`config.mk`:
```
export PLATFORM = sky130hd
export DESIGN_NAME = mem_req_ctrl
export DESIGN_NICKNAME = d
export VERILOG_FILES = /design/src/rtl/mem_req_ctrl.sv
export SDC_FILE = /design/constraint.sdc
export NUM_CORES = 1
export LEC_CHECK = 0
export CAP_MARGIN = 30
export CORE_MARGIN = 2
export CORE_UTILIZATION = 44
export DETAILED_ROUTE_END_ITERATION = 16
export GPL_TIMING_DRIVEN = 1
export PLACE_DENSITY = 0.81
export SETUP_SLACK_MARGIN = 0.4
export SLEW_MARGIN = 20
export SYNTH_ARGS = -nofsm -noshare
export SYNTH_HDL_FRONTEND = slang
export SYNTH_SLANG_ARGS = --single-unit
```
`constraint.sdc`:
```
create_clock -name clk_i -period 2 [get_ports clk_i]
set_input_delay 0.3 -clock clk_i [delete_from_list [all_inputs] [get_ports clk_i]]
set_output_delay 0.3 -clock clk_i [all_outputs]
set_load 0.05 [all_outputs]
```
`src/rtl/mem_req_ctrl.sv`:
```
// Request-side controller for a single-port synchronous memory: optional
// post-reset zero sweep, credit-limited request issue and an in-order read response FIFO.
module mem_req_ctrl #(
  parameter int ADDR_W     = 8,
  parameter int DATA_W     = 32,
  parameter int RSP_DEPTH  = 2,
  parameter int INIT_CLEAR = 1
) (
  input  logic              clk_i,
  input  logic              arst_ni,
  input  logic              req_valid_i,
  output logic              req_ready_o,
  input  logic              req_we_i,
  input  logic [ADDR_W-1:0] req_addr_i,
  input  logic [DATA_W-1:0] req_wdata_i,
  output logic              rsp_valid_o,
  input  logic              rsp_ready_i,
  output logic [DATA_W-1:0] rsp_rdata_o,
  output logic              busy_o,
  output logic              mem_srst_o,
  output logic [ADDR_W-1:0] mem_addr_o,
  output logic              mem_we_o,
  output logic [DATA_W-1:0] mem_wdata_o,
  input  logic [DATA_W-1:0] mem_rdata_i
);
  localparam int PW = (RSP_DEPTH > 1) ? $clog2(RSP_DEPTH) : 1;
  localparam int CW = $clog2(RSP_DEPTH + 1);

  typedef enum logic [1:0] {S_RESET, S_CLEAR, S_RUN} state_e;

  state_e            state_q, state_d;
  logic [ADDR_W-1:0] clr_cnt_q, clr_cnt_d;
  logic              srst_q;
  logic              pend_q;
  logic [DATA_W-1:0] fifo_q [RSP_DEPTH];
  logic [PW-1:0]     wptr_q, rptr_q;
  logic [CW-1:0]     cnt_q;
  logic [CW:0]       credit;
  logic              fire, push, pop;

  // Credit counts the read in flight inside the memory as well as queued data,
  // so the FIFO can never be overrun; a same-cycle pop is deliberately ignored.
  assign credit      = {1'b0, cnt_q} + (CW+1)'(pend_q);
  assign fire        = req_valid_i & req_ready_o;
  assign push        = pend_q;
  assign pop         = rsp_valid_o & rsp_ready_i;
  assign rsp_valid_o = (cnt_q != '0);
  assign rsp_rdata_o = fifo_q[rptr_q];
  assign mem_srst_o  = srst_q;

  always_comb begin
    state_d     = state_q;
    clr_cnt_d   = clr_cnt_q;
    req_ready_o = 1'b0;
    busy_o      = 1'b1;
    mem_we_o    = 1'b0;
    mem_addr_o  = '0;
    mem_wdata_o = '0;
    case (state_q)
      S_RESET: state_d = (INIT_CLEAR != 0) ? S_CLEAR : S_RUN;
      S_CLEAR: begin
        mem_we_o   = 1'b1;
        mem_addr_o = clr_cnt_q;
        clr_cnt_d  = clr_cnt_q + ADDR_W'(1);
        if (clr_cnt_q == '1) state_d = S_RUN;
      end
      S_RUN: begin
        busy_o      = 1'b0;
        req_ready_o = (credit < (CW+1)'(RSP_DEPTH));
        mem_addr_o  = req_addr_i;
        mem_wdata_o = req_wdata_i;
        mem_we_o    = req_valid_i & req_ready_o & req_we_i;
      end
      default: state_d = S_RESET;
    endcase
  end

  always_ff @(posedge clk_i or negedge arst_ni) begin
    if (!arst_ni) begin
      state_q   <= S_RESET;
      clr_cnt_q <= '0;
      srst_q    <= 1'b1;
      pend_q    <= 1'b0;
    end else begin
      state_q   <= state_d;
      clr_cnt_q <= clr_cnt_d;
      srst_q    <= 1'b0;
      pend_q    <= fire & ~req_we_i;
    end
  end

  always_ff @(posedge clk_i or negedge arst_ni) begin
    if (!arst_ni) begin
      for (int i = 0; i < RSP_DEPTH; i++) fifo_q[i] <= '0;
      wptr_q <= '0;
      rptr_q <= '0;
      cnt_q  <= '0;
    end else begin
      if (push) begin
        fifo_q[wptr_q] <= mem_rdata_i;
        wptr_q <= (wptr_q == PW'(RSP_DEPTH-1)) ? '0 : wptr_q + PW'(1);
      end
      if (pop) rptr_q <= (rptr_q == PW'(RSP_DEPTH-1)) ? '0 : rptr_q + PW'(1);
      if (push && !pop)      cnt_q <= cnt_q + CW'(1);
      else if (pop && !push) cnt_q <= cnt_q - CW'(1);
    end
  end

  a_no_overflow: assert property (@(posedge clk_i) disable iff (!arst_ni)
    !(push && !pop && (cnt_q == CW'(RSP_DEPTH))));

endmodule

```
**Word-level counts from Yosys, hierarchy flattened**

Index checks and enable logic that the tools add are counted.
Widths: inputs -> output; s select.

- Flip-flop bits (word level): 80
- Input bits: 77
- Output and inout port bits: 77
- Word-level logic and storage cells: 58

- $add $sub $neg: 6
- $lt $le $gt $ge: 4
- Eq/ne operators: 4
- Muxes and demuxes: 17
- Bitwise gates (word level): 9
- Reduce and logical (&&, ||, !) cells: 9

Operators by type and width:

| operator | count |
|---|---|
| $mux 32 | 5 |
| $bwmux 64 | 1 |
| $demux 32 s1 | 1 |
| $pmux 8 s2 | 1 |
| $add 8x1->8 const B | 1 |
| $eq 8x8->1 const B | 1 |
| $mux 2 | 3 |
| $pmux 2 s3 | 1 |
| $and 1x1->1 | 5 |
| $ge 2x2->1 const B | 2 |
| $mux 1 | 4 |
| $not 1->2 | 2 |
| $reduce_bool 2->1 | 2 |
| $add 2x1->3 | 1 |
| $logic_and 1x1->1 | 3 |
| $lt 3x2->1 const B | 1 |
| $add 1x1->1 const B | 2 |
| $add 2x1->2 const B | 1 |
| $eq 2x1->1 const B | 1 |
| $eq 2x2->1 const B | 1 |
| $logic_not 1->1 | 2 |
| $logic_not 2->1 | 1 |
| $lt 2x1->1 const B | 1 |
| $ne 2x2->1 const B | 1 |
| 4 further kinds | 5 |

**Longest topological paths before layout**

Gate-level depths: netlist of run 1.

- Depth after elaboration: 6
- Mapped depth: 6
- Gate-level depth less buffers: 6

**Least setup slack after synthesis of run 1**

OpenSTA, ideal clock, no wires.

- Kind: register -> output
- Start: reg state_q[0]
- End: out mem_addr_o[2]
- Arrival time: 1777 ps
- Required time: 1700 ps
- Path slack: -77 ps
- Stages on the path, launching flop included: 7
- Path buffers: 2
- Cells stage by stage: dfrtp_1 > inv_1 > ha_1 > buf_6 > clkbuf_1 > a22oi_1 > nor2b_1

- Longest elaborated chain between the ends: 2
- Elaborated cells on any way between the ends: 3
- Classes of those cells: eq/ne (2); mux (1)

RTL lines:

| element | line | text |
|---|---|---|
| start, declared | 31 | `state_e state_q, state_d;` |
| start signal, assigned | 85 | `state_q <= state_d;` |
| $eq 2x2->1 / $eq 2x1->1 (equally long branches) | 59 | `case (state_q)` |
| $pmux 8 s2 * | 59 |  |
| end, declared | 21 | `output logic [ADDR_W-1:0] mem_addr_o,` |

Every way passes the cells marked *; elsewhere a longest branch is shown, timed or not.

**Worst setup path in the final report of run 1**

- Start: reg state_q[0]
- End: out mem_addr_o[1]

Same word-level chain as after synthesis.

==> impl_summary.md, run 1 <==
Clock tree
The cell sitting at the root of the clock tree is a clkbuf_8. The maximum clock insertion buffer count is 2. The H-tree depth is 3. The TritonCTS clock tree is yes. The number of buffers added by the clock tree synthesis step is 9. The clock latency on the worst-skew pair is between 0.3 and 0.4 ns. The number of clock sinks is 80. Clock-pin slew was measured on the worst setup and hold paths at 0.08 ns.

Layout
The number of antenna diodes in the final layout is 0. The multi-input combinational cells in the finished layout cover a total of 2180 um2. The combined flip-flop and latch cell area is 2010 um2.

The share of post-route cells with drive strength above 1 is 0.619. The count of fill cells added during filler insertion is 382. The area growth from synthesis to final layout is 89.2%. In the final design database the tool counted 558 nets. With fillers left out, the area of the finished cells amounts to 7350 um2.

Global route
The first global-routing pass estimated 18100 um of wire. The largest net degree at the start of global routing is 44. After global routing the overflow that remains totals 0. The met1 demand-to-capacity share in global routing is 0.255. For this run, global-route usage on met2 was measured as 0.460. The number of global-route vias before repair was 3583. The global-route total usage across every layer is 0.242.

The peak-usage layer in the global routing report is met2. The met3 capacity usage during global routing is 0.0651. The number of antenna violations at the first check in global routing was 0.

Worst setup path
The origin of the worst setup path is state_q[0]. The signal on the critical path passes through buf_6, ha_4, buf_8, a22oi_2, nor2b_4, buf_12. The maximum fanout along the worst path is 6. The delay contributed by the slowest stage of the critical path is 0.42 ns. On the critical path, the stage with the largest delay is an instance of dfrtp_1. The required time of the critical path is approximately 1.7 ns. The worst setup path is captured at an output port. The setup path with the least slack is of type flip-flop to output port. The startpoint of the worst register-to-register path is state_q[1]. Data arrives at the worst endpoint at ~1.7 ns. The type of element launching the critical path is a flip-flop.

STA
For the finished layout, the period the worst path requires is 2.00 ns. The number of hold violations in the final report is 0. The worst pin sits at a relative slew slack of 0.655. The number of pins exceeding their max-slew limit in the final report is 0. The final count of negative-setup-slack endpoints is 2. Setup repair after global routing could not meet its margin everywhere.

Adding up every negative setup slack in the final design gives -0.00573 ns. Across the routed clock network, the largest skew measured is 0.0102 ns. For this run, the top clock speed supported by timing is about 500 MHz. Across all setup checks in the final design, the least slack found is -0.00308 ns. The worst-margin pin slew is 0.517 ns. The share of the clock period used by the worst path after layout is 1.00.

Power and ir drop
In this run the power density over the cells is 453 nW/um2. VDD sags by at most 0.384 mV. For this design the static power due to leakage is roughly 3.3 nW.

Drt
The number of vias in the routed layout is just over 3000. The first routing iteration left 94 violations. The per-cell routed wire length is 21.7 um. The detailed-route wire length is approximately 13000 um.

The first detailed-routing pass ran for 4 iterations. For this run, design rule violations remaining after detail routing come to 0. Once detail routing completed, the nets flagged for antenna violations numbered 0. The detailed-route vias per instance is about 5.3.

Outcome
The run finished, with violations left. The checks that failed: negative setup slack.

Synthesis
The xor/xnor share of the synthesized area is 0.0271. The count of yosys warnings during synthesis is 0. Counting every instance in the synthesized netlist gives slightly below 300. In the synthesized netlist the async set-or-reset flop fraction comes to 1.00. After synthesis the netlist holds a flip-flop and latch count of 80. For this run, the register share of the synthesized area comes to 0.516.

Counting distinct cell types in the post-synthesis netlist gives 28. The mean area per synthesized cell is 13.4 um2. In this run the cell area of the synthesized design comes to 3880 um2. When the netlist entered floorplanning its net count stood at 373. After synthesis, the largest family of logic cells by area is multiplexers. Counting flops with a built-in enable in the synthesized netlist gives 0. By count the netlist is led by 95 x mux2_2, 79 x dfrtp_1, 33 x and2_1. The compound-cell area share of the yosys netlist is 0.0203.

The share of synthesized area in the top cell type comes to 0.509. Of the total synthesized cell area, the portion taken by AND, OR, NAND and NOR gates is 0.0950. The leading register cell type out of synthesis is dfrtp_1.

By area the synthesized netlist is led by dfrtp_1 51%, mux2_2 28%, and2_1 5.3%. Measured against the total synthesized area, the mux share comes to 0.289. Of the total synthesized cell area, the portion taken by full adders, half adders and majority gates is 0.0193. Summed over all instances, the cell type with the most area after synthesis is dfrtp_1. By instance count, the leading cell after synthesis is mux2_2.

Place
Buffers placed on the I/O ports in this run total roughly 150. The half-perimeter wire length after detailed placement is 7460 um. Before CTS, the worst setup slack after placement is between 0.15 and 0.2 ns. The placed instance area is 6400 um2. The final weighted congestion in routability-driven placement is slightly below 0.8.

Floorplan
The initial standard-cell utilization of the core is 0.450. The die covers 9600 um2. The number of placement rows is 34. The number of top-level pins is 154.

The die is 98.0 um tall. The floorplan core area is 8640 um2. The die is 98.0 um wide.

Flow run
Across the run, the number of max-cap violations was 0.

Min path
In this run the worst hold path is classified as input port to async pin.
[per-stage QoR]
step,instances,hold WS (ns),util,total power [mW]
final,588,0.487,0.851,3.33
after detailed placement,543,0.299,0.741,1.93
after global routing,588,0.525,0.851,3.45
after global placement,543,0.288,0.741,1.92
after floorplan,290,0.00441,-,1.73
after CTS,578,0.499,0.817,3.32
[state kept, by name, indices dropped and copies added (netlist names)]
signal and count:
mem_srst_o 1, clr_cnt_q 8, pend_q 1, cnt_q 2, wptr_q 1, state_q 2, rptr_q 1, fifo_q 64
[placed cells by master (no fill, tap or decap), types with 6 or more instances in the layout]
cell             count
clkdlybuf4s50_1     75
and2_4              33
mux2_4              34
buf_4               16
nor2b_4             11
dfrtp_1             77
clkbuf_8             9
xor2_1               6
mux2_2              63
buf_6               12
buf_12              80
[repair_timing]
item,4_1_cts,5_1_grt
endpoints found under the setup margin,85,85
resized for setup,66,68
buffers inserted,14,10
hold endpoints to repair,37,0
hold buffers,1,0
pin swaps,5,10
gates cloned,4,0
[critical path: cells and delay by family (launching register included)]
family / cells / cell delay, ns
flops: 1 / 0.42
buf+inv: 3 / 0.43
compound gates: 1 / 0.25
fa+ha+maj: 1 / 0.19
simple gates: 1 / 0.07
[layout make-up]
cell class | instances | share of cell area
Multi-Input combinational cell | 189 | 0.296
Timing Repair Buffer | 192 | 0.379
Clock buffer | 10 | 0.0174
Clock inverter | 6 | 0.0146
Tap cell | 108 | 0.0184
Inverter | 3 | 0.00187
Sequential cell | 80 | 0.273
[kinds of logic (layout without fill, tap and decap cells)]
family | count (synthesis) | count (layout)
xor gates and xnor gates | 12 | 12
AOI/OAI and AO/OA | 10 | 10
muxes | 99 | 99
other | 1 | 1
DFF | 80 | 80
buffers and inverters | 21 | 211
adders and majority gates | 6 | 6
and+or+nand+nor | 61 | 61
[layer usage]
| layer | part of all wire | wire (um) |
|---|---|---|
| met2 | 0.57 | 7310 |
| met5 | 0 | 0 |
| met3 | 0.059 | 746 |
| met1 | 0.35 | 4430 |
| met4 | 0.019 | 242 |
[report_power, final]
| group | internal, mW | switching, mW | total (mW) | leakage (nW) |
|---|---|---|---|---|
| clock | 0.826 | 0.586 | 1.41 | 0.116 |
| combinational | 0.162 | 0.0823 | 0.245 | 2.18 |
| sequential | 1.65 | 0.0190 | 1.67 | 1.02 |
[final timing paths]
check,depth (start not counted),endpoint,slack [ns]
worst max register to register,9,clr_cnt_q[7],0.17
worst min-delay path,2,clr_cnt_q[1],0.49
min in group clk_i,1,fifo_q[37],0.50
max in group asynchronous,3,mem_srst_o,0.86
worst min register to register,1,fifo_q[37],0.50
worst max-delay path,6,mem_addr_o[1],-0.003
No activity file was read; power rests on OpenSTA's default activity.
==> run 2, diff against run 1 <==
--- a/config.mk
+++ b/config.mk
@@ -9,7 +9,7 @@
 export CORE_MARGIN = 2
 export CORE_UTILIZATION = 44
 export DETAILED_ROUTE_END_ITERATION = 16
-export GPL_TIMING_DRIVEN = 1
+export GPL_TIMING_DRIVEN = 0
 export PLACE_DENSITY = 0.81
 export SETUP_SLACK_MARGIN = 0.4
 export SLEW_MARGIN = 20
==> run 2 against run 1 <==
Compared with the run above:
- non-clock buffer count up 12
- die area unchanged
- the run now ends clean
- combinational power down 2%
- largest power group unchanged
==> impl_summary.md, run 2 (synthesis gave the netlist of run 1 again) <==
STA
The final setup TNS was 0 ns (was -0.00573 ns). The final count of negative-setup-slack endpoints is 0 (was 2). RSZ-0062 raised after global routing: yes (unchanged). The post-route worst hold slack is 0.471 ns (was 0.487 ns). The final worst slack is 0.00337 ns (was -0.00308 ns). The worst clock skew on the final layout came to 0.00692 ns (was 0.0102 ns). The final critical path time including I/O delays and setup is 2.00 ns (about the same). The share of the clock period used by the worst path after layout is 0.998 (was 1.00). The headroom to the max-slew limit came to 0.652 (was 0.655).

The worst-margin pin slew is 0.522 ns (was 0.517 ns). The number of hold violations in the final report is 0 (unchanged). The number of pins exceeding their max-slew limit in the final report was 0 (unchanged). The achievable clock frequency is 501 MHz (was 499 MHz).

Layout
The register with the highest flop count is fifo_q (unchanged). The share of the core filled with cells in the final layout is 0.813 (was 0.851). The share of post-route cells with drive strength above 1 is 0.618 (was 0.619). The area growth from synthesis to final layout is 80.8% (was 89.2%).

The most frequent standard cell in the layout excluding fill and tap cells was dfrtp_1 (was buf_12). The number of nets in the layout is 570 (was 558). The final standard cell area without fillers is 7020 um2 (was 7350 um2). Highest-count cells in the layout ignoring fill and taps: 78 x dfrtp_1, 76 x buf_8, 75 x clkdlybuf4s50_1, 63 x mux2_2, 34 x mux2_4 (was 80 x buf_12, 77 x dfrtp_1, 75 x clkdlybuf4s50_1, 63 x mux2_2, 34 x mux2_4).

Registers with the most flip-flops: fifo_q: 64 flops, clr_cnt_q: 8 flops (unchanged). The flip-flop count of the largest register after layout is 64 (unchanged).

Worst setup path
The maximum fanout along the worst path is 4 (was 6). The type of the setup path with the least slack is flip-flop to output port (unchanged). The required time of the critical path is 1.70 ns (about the same). The register-to-register setup slack was 0.32 ns (was 0.17 ns). The category of the worst setup path capture point is an output port (unchanged). The type of element launching the critical path is a flip-flop (unchanged). The arrival time at the worst endpoint came to 1.70 ns (about the same).

Floorplan
The number of top-level pins is 154 (unchanged). The floorplan core area is 8640 um2 (unchanged). The chip width is 98.0 um (unchanged).

The area of the die is 9600 um2 (unchanged). The initial standard-cell utilization of the core is 0.450 (unchanged). The number of placement rows came to 34 (unchanged).

The die height was 98.0 um (unchanged).

Power and ir drop
The total power density per cell area is 454 nW/um2 (was 453 nW/um2). The net switching power of the design is 674 uW (was 688 uW). The internal cell power was 2.52 mW (was 2.64 mW). The worst vdd rail ir drop is 0.385 mV (was 0.384 mV). The sequential group share of total power is 0.523 (was 0.502). The static leakage power is 3.26 nW (was 3.31 nW).

The fraction of power spent switching nets came to 0.211 (was 0.207). The logic gate share of total power is 0.075 (was 0.074). The clock share of power was 0.402 (was 0.425).

Clock tree
The H-tree depth came to 3 (unchanged). The maximum clock insertion buffer count is 2 (unchanged). The clock slew seen by the registers of the worst setup and hold paths is 0.08 ns (about the same).

The number of clock sinks is 80 (unchanged). The clock latency on the worst-skew pair came to 0.33 ns (was 0.34 ns). The TritonCTS clock tree was yes (unchanged). The clock tree root buffer cell is clkbuf_8 (unchanged). The number of buffers added by the clock tree synthesis step is 9 (unchanged).

Place
The half-perimeter wire length after detailed placement is 6770 um (was 7460 um). The final weighted congestion in routability-driven placement is 0.786 (was 0.769). The post-place setup slack is -0.364 ns (was 0.161 ns). The placed instance area was 5700 um2 (was 6400 um2). The number of port buffers is 153 (unchanged).

Global route
The wire length of the first global-routing pass came to 16300 um (was 18100 um). The number of global-route vias before repair is 3332 (was 3583). The number of antenna violations at the first check in global routing is 1 (was 0).

The residual overflow from global routing is 0 (unchanged). The global-route total usage across every layer came to 0.211 (was 0.242). The largest net degree at the start of global routing was 43 (was 44).

Min path
The worst hold path class is input port to async pin (unchanged).

Drt
The number of antenna-violating nets in the routed design is 0 (unchanged). The DRC violations left came to 0 (unchanged). The DRC violation total after the first TritonRoute iteration came to 50 (was 94). The number of optimization iterations in the first detailed-route pass is 4 (unchanged).

The per-cell routed wire length came to 18.6 um (was 21.7 um). The detailed-route wire length is 11200 um (was 12700 um). The number of vias in the routed layout is 3059 (was 3114).

The detailed-route vias per instance was 5.09 (was 5.30).

Outcome
Run status: complete, no violations (was complete, but fails checks).

Flow run
The count of maximum capacitance violations was 0 (unchanged).
[run 2: critical path, cell delays in order (launching register included)]
cell and delay (ns):
dfrtp_1 0.42, inv_2 0.09, ha_4 0.15, clkbuf_16 0.14, nor2b_4 0.17, a41oi_4 0.11, nor2b_4 0.13, buf_6 0.16
[run 2: metrics by stage]
step | std cells | power (mW)
final | 601 | 3.19
after global routing | 601 | 3.30
after CTS | 582 | 3.22
after detailed placement | 552 | 1.93
after global placement | 551 | 1.92
after floorplan | 290 | 1.73
[run 2: what timing repair did]
item / 4_1_cts / 5_1_grt
resized for setup: 650 / 85
hold buffers: 1 / 0
hold endpoints to repair: 37 / 0
buffers inserted: 10 / 13
pin swaps: 5 / 29
gates cloned: 3 / 5
setup endpoints to repair: 79 / 80
[run 2: final timing paths]
check | from | end | cells after the start
setup / recovery | state_q[0] | mem_we_o | 7
hold / removal | arst_ni | clr_cnt_q[4] | 2
setup reg to reg | state_q[0] | state_q[0] | 6
hold reg to reg | wptr_q | wptr_q | 1
max in group asynchronous | arst_ni | state_q[1] | 3
min in group clk_i | wptr_q | wptr_q | 1
[run 2: area by class of cell]
cell class	count	area [um2]
timing repair buffer	186	2310
multi-input combinational	189	2120
sequential	80	2000
fill	448	1610
buffer	18	220
tap	108	135
clock buffer	11	131
clock inverter	5	81.3
inverter	3	13.8
antenna	1	2.50
[run 2: power groups by stage]
stage                     sequential (mW)  clock, mW  combinational (mW)
after global placement               1.70          0               0.221
after floorplan                      1.70          0              0.0304
after global routing                 1.67       1.37               0.260
after detailed placement             1.70          0               0.233
final                                1.67       1.28               0.241
after CTS                            1.67       1.32               0.239
[run 2: metal layers]
| layer | share of wire | GRT usage | routed length, um |
|---|---|---|---|
| met1 | 0.37 | 0.248 | 4170 |
| met2 | 0.54 | 0.383 | 6060 |
| met3 | 0.057 | 0.0494 | 641 |
| met4 | 0.026 | 0.0641 | 285 |
| met5 | 0 | 0 | 0 |
==> RTL edit 1, RTL diff (flow settings as in run 1) <==
Reset style: synchronous (`arst_ni`), changed in 2 clocked blocks.
--- a/src/rtl/mem_req_ctrl.sv
+++ b/src/rtl/mem_req_ctrl.sv
@@ -77,3 +77,3 @@
 
-  always_ff @(posedge clk_i or negedge arst_ni) begin
+  always_ff @(posedge clk_i) begin
     if (!arst_ni) begin
@@ -91,3 +91,3 @@
 
-  always_ff @(posedge clk_i or negedge arst_ni) begin
+  always_ff @(posedge clk_i) begin
     if (!arst_ni) begin
Function: differs if arst_ni is asserted again (counterexample within 4 cycles, from zero or initial values and one cycle with arst_ni low); with arst_ni held inactive, the same outputs for 10 cycles.
==> RTL edit 1 against run 1 <==
- routed wire length down 8.7%
- clock skew up 0.0026 ns
- final area down 3.4%
- critical endpoint is now mem_addr_o[3]
- largest cell class unchanged
- setup slack better by 0.11 ns
- synthesized area down 1.0%
- sequential cell count up 1
Power is not compared: it rests on default switching activity, and its combinational part moved more than twofold at a synthesized area within 25%.
==> RTL edit 1: results (changes against run 1) <==
metric	value	unit	change
met2_length	6140	um	-16%
wl	11600	um	-8.7%
status	finished clean		
dr.max_layer_used	met4		
synth_edf_count	64		+64
cp_max_fo	5		-1
cp-startpoint	state_q[0]$_SDFFE_PN0P_		
place_congestion	0.704		-8.4%
drive_gt1_frac	0.442		-0.177
cts_max_path_buffers	2		unchanged
grt_start_max_net_pins	33		-25%
gr-total-overflow	0		unchanged
yosys_warnings	0		unchanged
syn_nets	391		+4.8%
setup_tns	0	ns	+0.00573 ns
async_reset_ff_frac	0		-1.00
synth.distinct_cells	34		+21%
ys_seq_area_frac	0.588		+0.0727
met1_length	4320	um	-2.6%
finClkSkew	0.0128	ns	+0.00264 ns
top_register	fifo_q		
met3_wirelength	987	um	+32%
globalRouteTotalUtil	0.236		-0.00664
via_per_inst	5.22		-1.4%
antenna_found_initial	0		unchanged
peakVddDrop	0.315	mV	
antenna-diode-count	0		unchanged
h-tree-depth	3		unchanged
numPortBuffers	153		unchanged
cp_slowest_cell	dfxtp_4		
synthTopCellsByCount	97 x and2_1, 64 x edfxtp_1, 30 x mux2_2, 17 x dfxtp_1, 12 x clkbuf_1		
drt_iter0_markers	127		+35%
num-fill-cells	415		+8.6%
hp-start	state_q[0]$_SDFFE_PN0P_		
slowest_delay	0.37	ns	-0.05 ns
grt_pass1_vias	3328		-7.1%
clk_pin_slew_worst_paths	0.09	ns	
clock_latency	0.35	ns	
nets	561		+0.54%
grt_pass1_wl	17300	um	-4.3%
synth.area.top_cells	edfxtp_1 50%, and2_1 16%, dfxtp_1 8.9%		
hpwl	6680	um	-10%
root_buffer	clkbuf_8		
tightest_slew	0.597	ns	+0.0798 ns
reg_top3	fifo_q (64), clr_cnt_q (8)		
hold_class	flop to flop		
largest_register_ffs	64		unchanged
cap_violations	0		unchanged
==> RTL edit 1: cell types whose count changed in the layout (fill, tap and decap cells not counted), moves of 6 or more <==
cell	delta
and2_1	+65
mux2_2	-63
dfxtp_1	+14
nor2_1	+8
buf_4	-6
edfxtp_1	+64
and2_4	-10
dfrtp_1	-77
buf_6	-6
and2_2	+9
==> RTL edit 1: worst paths after layout <==
| path | to | slack (ns) | depth (start not counted) |
|---|---|---|---|
| worst min-delay path | state_q[0]$_SDFFE_PN0P_ | 0.52 | 2 |
| worst min register to register | state_q[0]$_SDFFE_PN0P_ | 0.52 | 2 |
| worst max-delay path | mem_addr_o[3] | 0.10 | 6 |
| worst max register to register | state_q[0]$_SDFFE_PN0P_ | 0.28 | 8 |
==> RTL edit 1: metrics by stage <==
step / cell area, um2 / worst slack [ns] / instances / hold slack [ns] / utilization
final: 7100 / 0.105 / 592 / 0.518 / 0.826
after global placement: 6320 / 0.228 / 561 / 0.463 / 0.735
after CTS: 6860 / 0.124 / 586 / 0.488 / 0.799
after floorplan: 3920 / 0.322 / 309 / 0.433 / -
after global routing: 7100 / 0.0543 / 592 / 0.534 / 0.826
after detailed placement: 6320 / 0.191 / 561 / 0.482 / 0.735
==> RTL edit 1: cell type report <==
class,count,area share
Sequential cell,81,0.320
Tap cell,108,0.0190
Timing Repair Buffer,176,0.367
Inverter,6,0.00353
Clock buffer,9,0.0175
Clock inverter,7,0.00758
Multi-Input combinational cell,205,0.265
==> RTL edit 1: kinds of logic after synthesis <==
logic type / after synthesis / share of synthesized area
compound gates: 22 / 0.0371
xor+xnor: 8 / 0.0182
fa+ha+maj: 5 / 0.0163
buf+inv: 24 / 0.0260
flops: 81 / 0.588
mux: 34 / 0.0989
simple gates: 135 / 0.215
==> RTL edit 1: layer usage <==
metal  global-route usage  up-vias
met5                    0        -
met4               0.0726        0
met3               0.0892       10
met2                0.421      153
met1                0.259     1513
li1                     -     1415
==> RTL edit 1: repair_timing <==
action	in CTS	in global routing
endpoints found under the setup margin	109	79
endpoints found under the hold margin	0	0
cloned	7	2
resized for setup	72	41
pin swaps	7	4
setup buffers	2	4
==> RTL edit 1: worst register-to-register path, cell delays in order (launching register included) <==
cell	delay (ns)
dfxtp_4	0.38
inv_4	0.04
ha_4	0.19
buf_4	0.16
buf_16	0.14
buf_4	0.14
nand4b_1	0.22
o22ai_1	0.20
mux2i_1	0.19
==> RTL edit 1: where the power goes <==
part	total (W)	internal (W)	switching, W
Sequential	0.00191	0.00187	0.0000443
Combinational	0.000735	0.000414	0.000320
Clock	0.00109	0.000459	0.000627
==> RTL edit 2, RTL diff (flow settings as in run 1) <==
Without the edit above. Set the parameter `ADDR_W` to 9 (it was 8).
--- a/src/rtl/mem_req_ctrl.sv
+++ b/src/rtl/mem_req_ctrl.sv
@@ -3,3 +3,3 @@
 module mem_req_ctrl #(
-  parameter int ADDR_W     = 8,
+  parameter int ADDR_W     = 9,
   parameter int DATA_W     = 32,
Ports: changed (resized mem_addr_o and req_addr_i); port bits go from 154 to 156. No check against the original RTL was run, so the function may have changed too.
==> RTL edit 2 against run 1 <==
- the run still ends with setup timing left
- sequential cell count rose by 1
- setup slack got worse by 0.19 ns
- final area grew 3.9%
- hold slack lost 0.012 ns
- routed wire length rose by 19%
- clock skew about the same
- synthesized area increased by 1.8%
- global-route usage is 3.2 points higher
- total power is 6.6% lower
- critical endpoint is now mem_we_o
- largest power group unchanged
==> RTL edit 2: results (changes against run 1) <==
metric	value	unit	change
status	complete, but fails checks		
violations	setup timing		
setup_slack	-0.195	ns	-0.192 ns
cp.arrival	1.90	ns	+0.20 ns
wl	15200	um	+19%
drt_iter0_markers	142		+51%
grt_pass1_wl	20500	um	+14%
cp_slowest_cell	dfrtp_2		
dp_cells	551		+1.5%
stdcell_count	606		+3.1%
nets	578		+3.6%
design.seq.count	81		+1.3%
synth.area.top_cells	dfrtp_1 51%, mux2_2 26%, and2_1 5.2%		
syn_nets	379		+1.6%
setup_viol	42		+40
cp_max_fo	3		-3
place_congestion	0.766		-0.30%
reg_top3	fifo_q (64), clr_cnt_q (9)		
num-fill-cells	310		-19%
globalRouteTotalUtil	0.274		+0.0319
finalInstanceArea	7630	um2	+3.9%
slowest_delay	0.45	ns	+0.03 ns
avgSynthCellArea	13.4	um2	+0.39%
clock_area_frac	0.0241		-0.00791
place_ws	0.191	ns	+0.0303 ns
drive_gt1_frac	0.641		+0.0218
ys_seq_area_frac	0.513		-0.00265
synth-compound-area-share	0.0241		+0.00376
clock_latency	0.36	ns	+0.02 ns
synth_mux_area_frac	0.292		+0.00352
yosys.area_share.adder	0.0222		+0.00283
cellLeakagePower	3.39	nW	+2.3%
hpwl	7360	um	-1.4%
crit_family	compound AO/OA/AOI/OAI gates		
synth.distinct_cells	26		-7.1%
dpl-instance-area	6460	um2	+1.0%
finClkSkew	0.0106	ns	+0.000384 ns
peakVddDrop	0.340	mV	-11%
multi_input_area	2220	um2	+2.0%
buffers_excl_clock	206		+7.3%
## RTL edit 2: changes by cell type in the layout (fill, tap and decap cells not counted), moves of 3 or more
cell / run 1 / this run
mux2_4: 34 / 41
clkinvlp_4: 1 / 4
mux2_2: 63 / 59
bufinv_16: 3 / 0
buf_16: 4 / 7
a22oi_2: 4 / 9
dfrtp_2: 2 / 5
a22oi_1: 4 / 0
nor2_2: 0 / 3
buf_4: 16 / 22
clkbuf_16: 0 / 4
## RTL edit 2: timing repair
action	4_1_cts	5_1_grt
setup endpoints to repair	87	103
endpoints found under the hold margin	45	0
gates resized for setup	125	14
hold buffers	1	0
buffers inserted	13	13
cloned	8	4
pin swaps	10	32
## RTL edit 2: report_power, final
group          total [W]  switching [W]  internal (W)
Clock            0.00116       0.000688      0.000471
Sequential       0.00169      0.0000204       0.00167
Combinational   0.000256      0.0000918      0.000165
Total            0.00311       0.000800       0.00231
## RTL edit 2: cells by family after synthesis
| logic type | after synthesis |
|---|---|
| compound gates | 12 |
| xor+xnor | 12 |
| fa+ha+maj | 7 |
| buf+inv | 22 |
| flops | 81 |
| mux | 100 |
| other cells | 1 |
| simple gates | 59 |
## RTL edit 2: final timing paths
check                           slack, ns                  endpoint  cells past startpoint
min in group clk_i                   0.51    fifo_q[14]$_DFFE_PN0P_                      1
worst max register to register       0.01  clr_cnt_q[3]$_DFFE_PN0N_                      8
max in group asynchronous            0.83    fifo_q[50]$_DFFE_PN0P_                      3
worst min register to register       0.51    fifo_q[14]$_DFFE_PN0P_                      1
worst max-delay path                -0.20                  mem_we_o                      6
worst min-delay path                 0.48      cnt_q[0]$_DFFE_PN0P_                      2
## RTL edit 2: layer usage
layer	track usage	share of wire
met1	0.329	0.37
met2	0.483	0.54
met3	0.0730	0.059
met4	0.0822	0.030
met5	0	0
